File: src/rtl/rf_ctrl_pkg.sv
// rtl/rf_ctrl_pkg.sv - shared types and helpers for the regfile write-port controller
// Contents:
//   rf_ctrl_state_e : controller state (ST_INIT clear sequence, ST_RUN arbitration)
//   rf_gnt_e        : round-robin pointer / grant owner (GNT_A, GNT_B)
//   rf_other()      : returns the requester that is not the given one
package rf_ctrl_pkg;

    typedef enum logic {ST_INIT, ST_RUN} rf_ctrl_state_e;

    typedef enum logic {GNT_A, GNT_B} rf_gnt_e;

    function automatic rf_gnt_e rf_other(input rf_gnt_e g);
        return (g == GNT_A) ? GNT_B : GNT_A;
    endfunction

endpackage

File: src/rtl/rf_rr_arb2.sv
// rtl/rf_rr_arb2.sv - two-way round-robin arbiter for the regfile write port
// Ports:
//   a_valid  in   requester A wants the port
//   b_valid  in   requester B wants the port
//   rr_ptr   in   owner of the tie-break this cycle
//   gnt_a    out  A granted (at most one grant high)
//   gnt_b    out  B granted
//   rr_next  out  pointer value to register; unchanged when nobody is granted
module rf_rr_arb2
    import rf_ctrl_pkg::*;
(
    input  logic    a_valid,
    input  logic    b_valid,
    input  rf_gnt_e rr_ptr,
    output logic    gnt_a,
    output logic    gnt_b,
    output rf_gnt_e rr_next
);

    always_comb begin
        gnt_a   = 1'b0;
        gnt_b   = 1'b0;
        rr_next = rr_ptr;
        if (a_valid && b_valid) begin
            if (rr_ptr == GNT_A) begin
                gnt_a = 1'b1;
            end else begin
                gnt_b = 1'b1;
            end
            rr_next = rf_other(rr_ptr);
        end else if (a_valid) begin
            // A lone grant still hands priority to the other side.
            gnt_a   = 1'b1;
            rr_next = GNT_B;
        end else if (b_valid) begin
            gnt_b   = 1'b1;
            rr_next = GNT_A;
        end
    end

endmodule

File: src/rtl/rf_wb_ctrl.sv
// rtl/rf_wb_ctrl.sv - write-port controller for regfile_2r1w (init clear + round-robin writeback)
// Optional feature macro: RF_WB_X0_DISCARD_EN (accepts to address 0 complete but never write)
// Ports:
//   clk, rst                 clock, synchronous active-high reset
//   i_a_valid/addr/data      requester A write request
//   o_a_ready                A accepted this cycle (combinational)
//   i_b_valid/addr/data      requester B write request
//   o_b_ready                B accepted this cycle (combinational)
//   o_wen/o_waddr/o_wdata    regfile write port
//   o_busy                   high while the reset-time clear is running
module rf_wb_ctrl
    import rf_ctrl_pkg::*;
#(
    parameter int               ALEN     = 5,
    parameter int               DLEN     = 32,
    parameter logic [DLEN-1:0]  INIT_VAL = '0
) (
    input  logic            clk,
    input  logic            rst,
    input  logic            i_a_valid,
    input  logic [ALEN-1:0] i_a_addr,
    input  logic [DLEN-1:0] i_a_data,
    output logic            o_a_ready,
    input  logic            i_b_valid,
    input  logic [ALEN-1:0] i_b_addr,
    input  logic [DLEN-1:0] i_b_data,
    output logic            o_b_ready,
    output logic            o_wen,
    output logic [ALEN-1:0] o_waddr,
    output logic [DLEN-1:0] o_wdata,
    output logic            o_busy
);

    rf_ctrl_state_e  state;
    logic [ALEN-1:0] init_idx;
    rf_gnt_e         rr_ptr;
    rf_gnt_e         rr_next;
    logic            wen_q;
    logic [ALEN-1:0] waddr_q;
    logic [DLEN-1:0] wdata_q;
    logic            busy_q;

    logic            run;
    logic            gnt_a;
    logic            gnt_b;
    logic            accept;
    logic            issue;
    logic [ALEN-1:0] sel_addr;
    logic [DLEN-1:0] sel_data;

    // No handshake completes while reset is asserted: the accept would be lost.
    assign run = (state == ST_RUN) && !rst;

    rf_rr_arb2 u_arb (
        .a_valid (i_a_valid && run),
        .b_valid (i_b_valid && run),
        .rr_ptr  (rr_ptr),
        .gnt_a   (gnt_a),
        .gnt_b   (gnt_b),
        .rr_next (rr_next)
    );

    assign o_a_ready = gnt_a;
    assign o_b_ready = gnt_b;
    assign accept    = gnt_a || gnt_b;
    assign sel_addr  = gnt_b ? i_b_addr : i_a_addr;
    assign sel_data  = gnt_b ? i_b_data : i_a_data;

`ifdef RF_WB_X0_DISCARD_EN
    // Entry 0 is hardwired: the requester sees a normal accept, the port stays idle.
    assign issue = accept && (sel_addr != '0);
`else
    assign issue = accept;
`endif

    always_ff @(posedge clk) begin
        if (rst) begin
            state    <= ST_INIT;
            init_idx <= '0;
            rr_ptr   <= GNT_A;
            wen_q    <= 1'b0;
            waddr_q  <= '0;
            wdata_q  <= '0;
            busy_q   <= 1'b1;
        end else begin
            case (state)
                ST_INIT: begin
                    wen_q    <= 1'b1;
                    waddr_q  <= init_idx;
                    wdata_q  <= INIT_VAL;
                    init_idx <= init_idx + 1'b1;
                    // busy drops on the same edge that registers the final clear write.
                    if (init_idx == '1) begin
                        state  <= ST_RUN;
                        busy_q <= 1'b0;
                    end
                end
                ST_RUN: begin
                    wen_q  <= issue;
                    rr_ptr <= rr_next;
                    if (issue) begin
                        waddr_q <= sel_addr;
                        wdata_q <= sel_data;
                    end
                end
                default: begin
                    state <= ST_INIT;
                end
            endcase
        end
    end

    // A write already registered when reset arrives must not reach the regfile,
    // so the enable is masked by rst in the same cycle.
    assign o_wen   = wen_q && !rst;
    assign o_waddr = waddr_q;
    assign o_wdata = wdata_q;
    assign o_busy  = busy_q;

endmodule

File: config.mk
export PLATFORM = sky130hd
export DESIGN_NAME = rf_wb_ctrl
export DESIGN_NICKNAME = d
export VERILOG_FILES = /design/src/rtl/rf_ctrl_pkg.sv /design/src/rtl/rf_rr_arb2.sv /design/src/rtl/rf_wb_ctrl.sv
export SDC_FILE = /design/constraint.sdc
export NUM_CORES = 1
export LEC_CHECK = 0
export CORE_MARGIN = 8
export CORE_UTILIZATION = 43
export CTS_BUF_LIST = sky130_fd_sc_hd__clkbuf_4 sky130_fd_sc_hd__clkbuf_8
export CTS_CLUSTER_DIAMETER = 100
export CTS_CLUSTER_SIZE = 8
export DETAILED_ROUTE_END_ITERATION = 8
export PLACE_DENSITY = 0.95
export SLEW_MARGIN = 5
export SYNTH_ARGS = -nofsm -noshare
export SYNTH_HDL_FRONTEND = slang
export SYNTH_SLANG_ARGS = --single-unit
export TNS_END_PERCENT = 1
File: constraint.sdc
create_clock -name clk -period 3.6 [get_ports clk]
set_input_delay 0.54 -clock clk [delete_from_list [all_inputs] [get_ports clk]]
set_output_delay 0.54 -clock clk [all_outputs]
set_load 0.03 [all_outputs]
==> run_results.csv <==
group,metric,value,unit
outcome,run_status,"completed",
power_and_ir_drop,power.share.sequential,50.9,%
route,routed_wirelength,7000,um
floorplan,floorplan.initialDensity,45.1,%
route,drt_drc_violations_left,0,
sta,clock.fmax,377,MHz
place,io_buffers,118,
final_layout,nNetsFinal,444,
synth,syn_avg_cell_area,8.27,um^2
floorplan,core.rowCount,25,
setup_path,cp_data_required_time,3060,ps
synth,post-synth-top-count-cell,"sky130_fd_sc_hd__nand3_1",
final_layout,final.fill_count,393,
setup_path,setup.worst_path.end_class,"output port",
synth,synthesis.instances,259,
sta,layout_worst_path_cycle_share,73.6,%
synth,synth_async_sr_flop_share,0,%
place,place.detailed.hpwl,5160,um
floorplan,design.portCount,119,
route,detailed_router_s_first_iteration_violation_count,84,
synth,ys_dominant_reg_cell,"sky130_fd_sc_hd__dfxtp_1",
global_routing,gr-usage-all-layers,18.5,%
cts,clk_path_buf_depth,2,
sta,maxSlewViolCount,0,
synth,netlist_area,0.00214,mm^2
global_routing,grt_pass1_wl,11400,um
cts,ctsHoldBuffers,0,
route,drt_pass1_iterations,4,
setup_path,worst-path-max-fanout,4,
synth,postSynthNetCount,339,
global_routing,largest_net_degree_at_the_start_of_global_routing,38,
cts,post_cts.repair.setup_buffers,0,
power_and_ir_drop,total_switching_power,0.219,mW
final_layout,diodes,0,
synth,synth_enable_flop_cells,0,
global_routing,globalRoute.totalOverflow,0,
route,vias,2330,
power_and_ir_drop,cellPowerDensity,300,mW/mm^2
synth,synth_area_leader_cell,"sky130_fd_sc_hd__dfxtp_1",
job,maxCapViolCount,0,
place,place.gp.congestion,0.789,
setup_path,r2r-end,"o_wdata[21]$_SDFFE_PP0P_",
setup_path,worstSetupStartpointType,"input pin",
cts,cts_made_buffers,5,
route,met1Wirelength,3020,um
worst_hold_path,worstHoldPathCells,1,
synth,post_synth_num_cell_types,35,
cts,numClockSinks,46,
route,route.antenna.remaining_nets,0,
worst_hold_path,timing.hold.worst.class,"reg -> reg",
cts,tritoncts_clock_tree,"built",
route,wl_met2,3300,um
setup_path,worst-r2r-cell-count,4,
power_and_ir_drop,irDropWorstVdd,0.193,mV
route,via_per_inst,5.39,
sta,fin_tns_setup,0,ps
synth,synth_seq_area_share,43.0,%
synth,synth.top_cell.area_share,43.0,%
cts,cts.repair.resized,0,
cts,clock_network_latency_to_the_later_pin_of_the_worst_skew_pair,290,ps
floorplan,die_width,86.6,um
worst_hold_path,hold_path_end,"o_busy$_SDFFE_PP1P_",
sta,clock_period_minus_final_worst_setup_slack,2650,ps
synth,synth_warnings,0,
synth,synth.area.top_cells,"sky130_fd_sc_hd__dfxtp_1, sky130_fd_sc_hd__nand3_1, sky130_fd_sc_hd__a31oi_1, sky130_fd_sc_hd__nand2_1, sky130_fd_sc_hd__nor2b_1",
route,dr_wl_met3,622,um
sta,finalHoldViolations,0,
synth,top_post_synthesis_cells_by_count,"sky130_fd_sc_hd__nand3_1, sky130_fd_sc_hd__dfxtp_1, sky130_fd_sc_hd__nand2_1",
worst_hold_path,worst_hold_startpoint,"o_busy$_SDFFE_PP1P_",
final_layout,layout.core_utilization,71.2,%
cts,clock_tree.root_cell,"sky130_fd_sc_hd__clkbuf_8",
sta,setup_viol,0,
final_layout,sequential_cell_area,921,um^2
setup_path,timing_worst_setup_path_type,"in -> out",
floorplan,fp.coreArea,0.00475,mm^2
cts,htree_num_levels,2,
final_layout,multiInputGateArea,0.00105,mm^2
power_and_ir_drop,power.clock.fraction,35.1,%
sta,rsz0062_at_grt,"false",
power_and_ir_drop,cellLeakagePower,1.13,nW
setup_path,arrival,2110,ps
floorplan,die-area,0.00750,mm^2
final_layout,synthToLayoutAreaGrowth,58.1,%
power_and_ir_drop,power_switching_share,21.5,%
final_layout,drive_gt1_share,6.58,%
route,top_signal_layer_used,"met4",
sta,relSlewSlack,40.6,%
floorplan,dieHeight,86.6,um
cts,clkTransAtPathRegs,80,ps
sta,skew,3.98,ps
power_and_ir_drop,power.share.combinational,14.0,%
global_routing,grt_pass1_vias,2345,
power_and_ir_drop,internal_power,0.798,mW
setup_path,r2r_setup_slack,1730,ps
setup_path,worstReg2RegStart,"rr_ptr$_SDFFE_PP0P_",
global_routing,initial_antenna_violation_count,0,
route,route.detailed.wl_per_inst,16.2,um
sta,worst_slew_pin_slew,892,ps
synth,flops_latches_synth,46,
==> how the worst max path moves through the flow <==
stage	from	to	slack, ps	depth (start not counted)
3_5_place_dp	i_a_valid	o_a_ready	950	5
2_1_floorplan	rst	o_wen	1800	3
6_report	i_a_valid	o_a_ready	950	5
5_1_grt	i_a_valid	o_a_ready	900	5
4_1_cts	i_a_valid	o_a_ready	940	5
3_3_place_gp	i_a_valid	o_a_ready	960	5
==> placed cells by master (no fill, tap or decap), types with 2 or more instances in the layout <==
master / instances
sky130_fd_sc_hd__clkdlybuf4s50_1: 117
sky130_fd_sc_hd__nand3_1: 64
sky130_fd_sc_hd__dfxtp_1: 46
sky130_fd_sc_hd__nand2_1: 37
sky130_fd_sc_hd__a31oi_1: 35
sky130_fd_sc_hd__nor2_1: 8
sky130_fd_sc_hd__nor2b_1: 8
sky130_fd_sc_hd__clkbuf_8: 8
sky130_fd_sc_hd__buf_4: 6
sky130_fd_sc_hd__mux2i_1: 5
sky130_fd_sc_hd__o22ai_1: 3
sky130_fd_sc_hd__nand2b_1: 2
sky130_fd_sc_hd__nor2_2: 2
sky130_fd_sc_hd__a211oi_1: 2
sky130_fd_sc_hd__a311oi_1: 2
sky130_fd_sc_hd__ha_1: 2
==> power by group through the flow <==
stage	sequential [mW]	combinational, mW	clock [mW]
floorplan	0.532	0.0451	0
global placement	0.529	0.140	0
detailed placement	0.530	0.142	0
CTS	0.518	0.142	0.368
global route	0.519	0.152	0.381
finish	0.518	0.142	0.357
==> cells by family after synthesis <==
| group | share of synthesized area, % |
|---|---|
| multiplexers | 2.34 |
| XOR/XNOR | 0.818 |
| AND/OR/NAND/NOR | 29.1 |
| adder cells (fa/ha/maj) | 1.17 |
| AO/OA/AOI/OAI | 15.0 |
| flip-flops | 43.0 |
| buffers and inverters | 8.59 |
==> through the flow <==
stage	power, mW	worst slack, ps	hold slack (ps)	cells	area (um^2)
floorplan	0.577	1800	485	259	2140
global placement	0.669	960	439	424	3280
detailed placement	0.671	955	449	424	3280
CTS	1.03	942	467	432	3390
global route	1.05	904	492	432	3390
finish	1.02	949	462	432	3390
==> worst max-delay path, cell delays in order <==
cell	delay, ps
sky130_fd_sc_hd__clkdlybuf4s50_1	560
sky130_fd_sc_hd__nand2_2	120
sky130_fd_sc_hd__nor2_8	90
sky130_fd_sc_hd__and2_1	130
sky130_fd_sc_hd__clkdlybuf4s50_1	670
==> layer usage <==
layer	global-route usage, %	vias up
met5	0	-
met1	22.2	1078
met3	5.29	9
met2	31.3	110
met4	4.69	0
li1	-	1133
==> cell type report <==
| cell class | instances | area share, % |
|---|---|---|
| flip-flops and latches | 46 | 27.2 |
| clock buffers | 8 | 3.25 |
| repair buffers | 124 | 36.1 |
| well taps | 67 | 2.48 |
| inverters | 1 | 0.111 |
| multi-input cells | 186 | 30.9 |
==> registers in the layout (all words and copies together), names as in the netlist <==
name and cells:
o_waddr 5, init_idx 5, o_busy 1, o_wdata 32, wen_q 1, rr_ptr 1
state 1
Note: power is estimated with default switching activity, not from simulation.
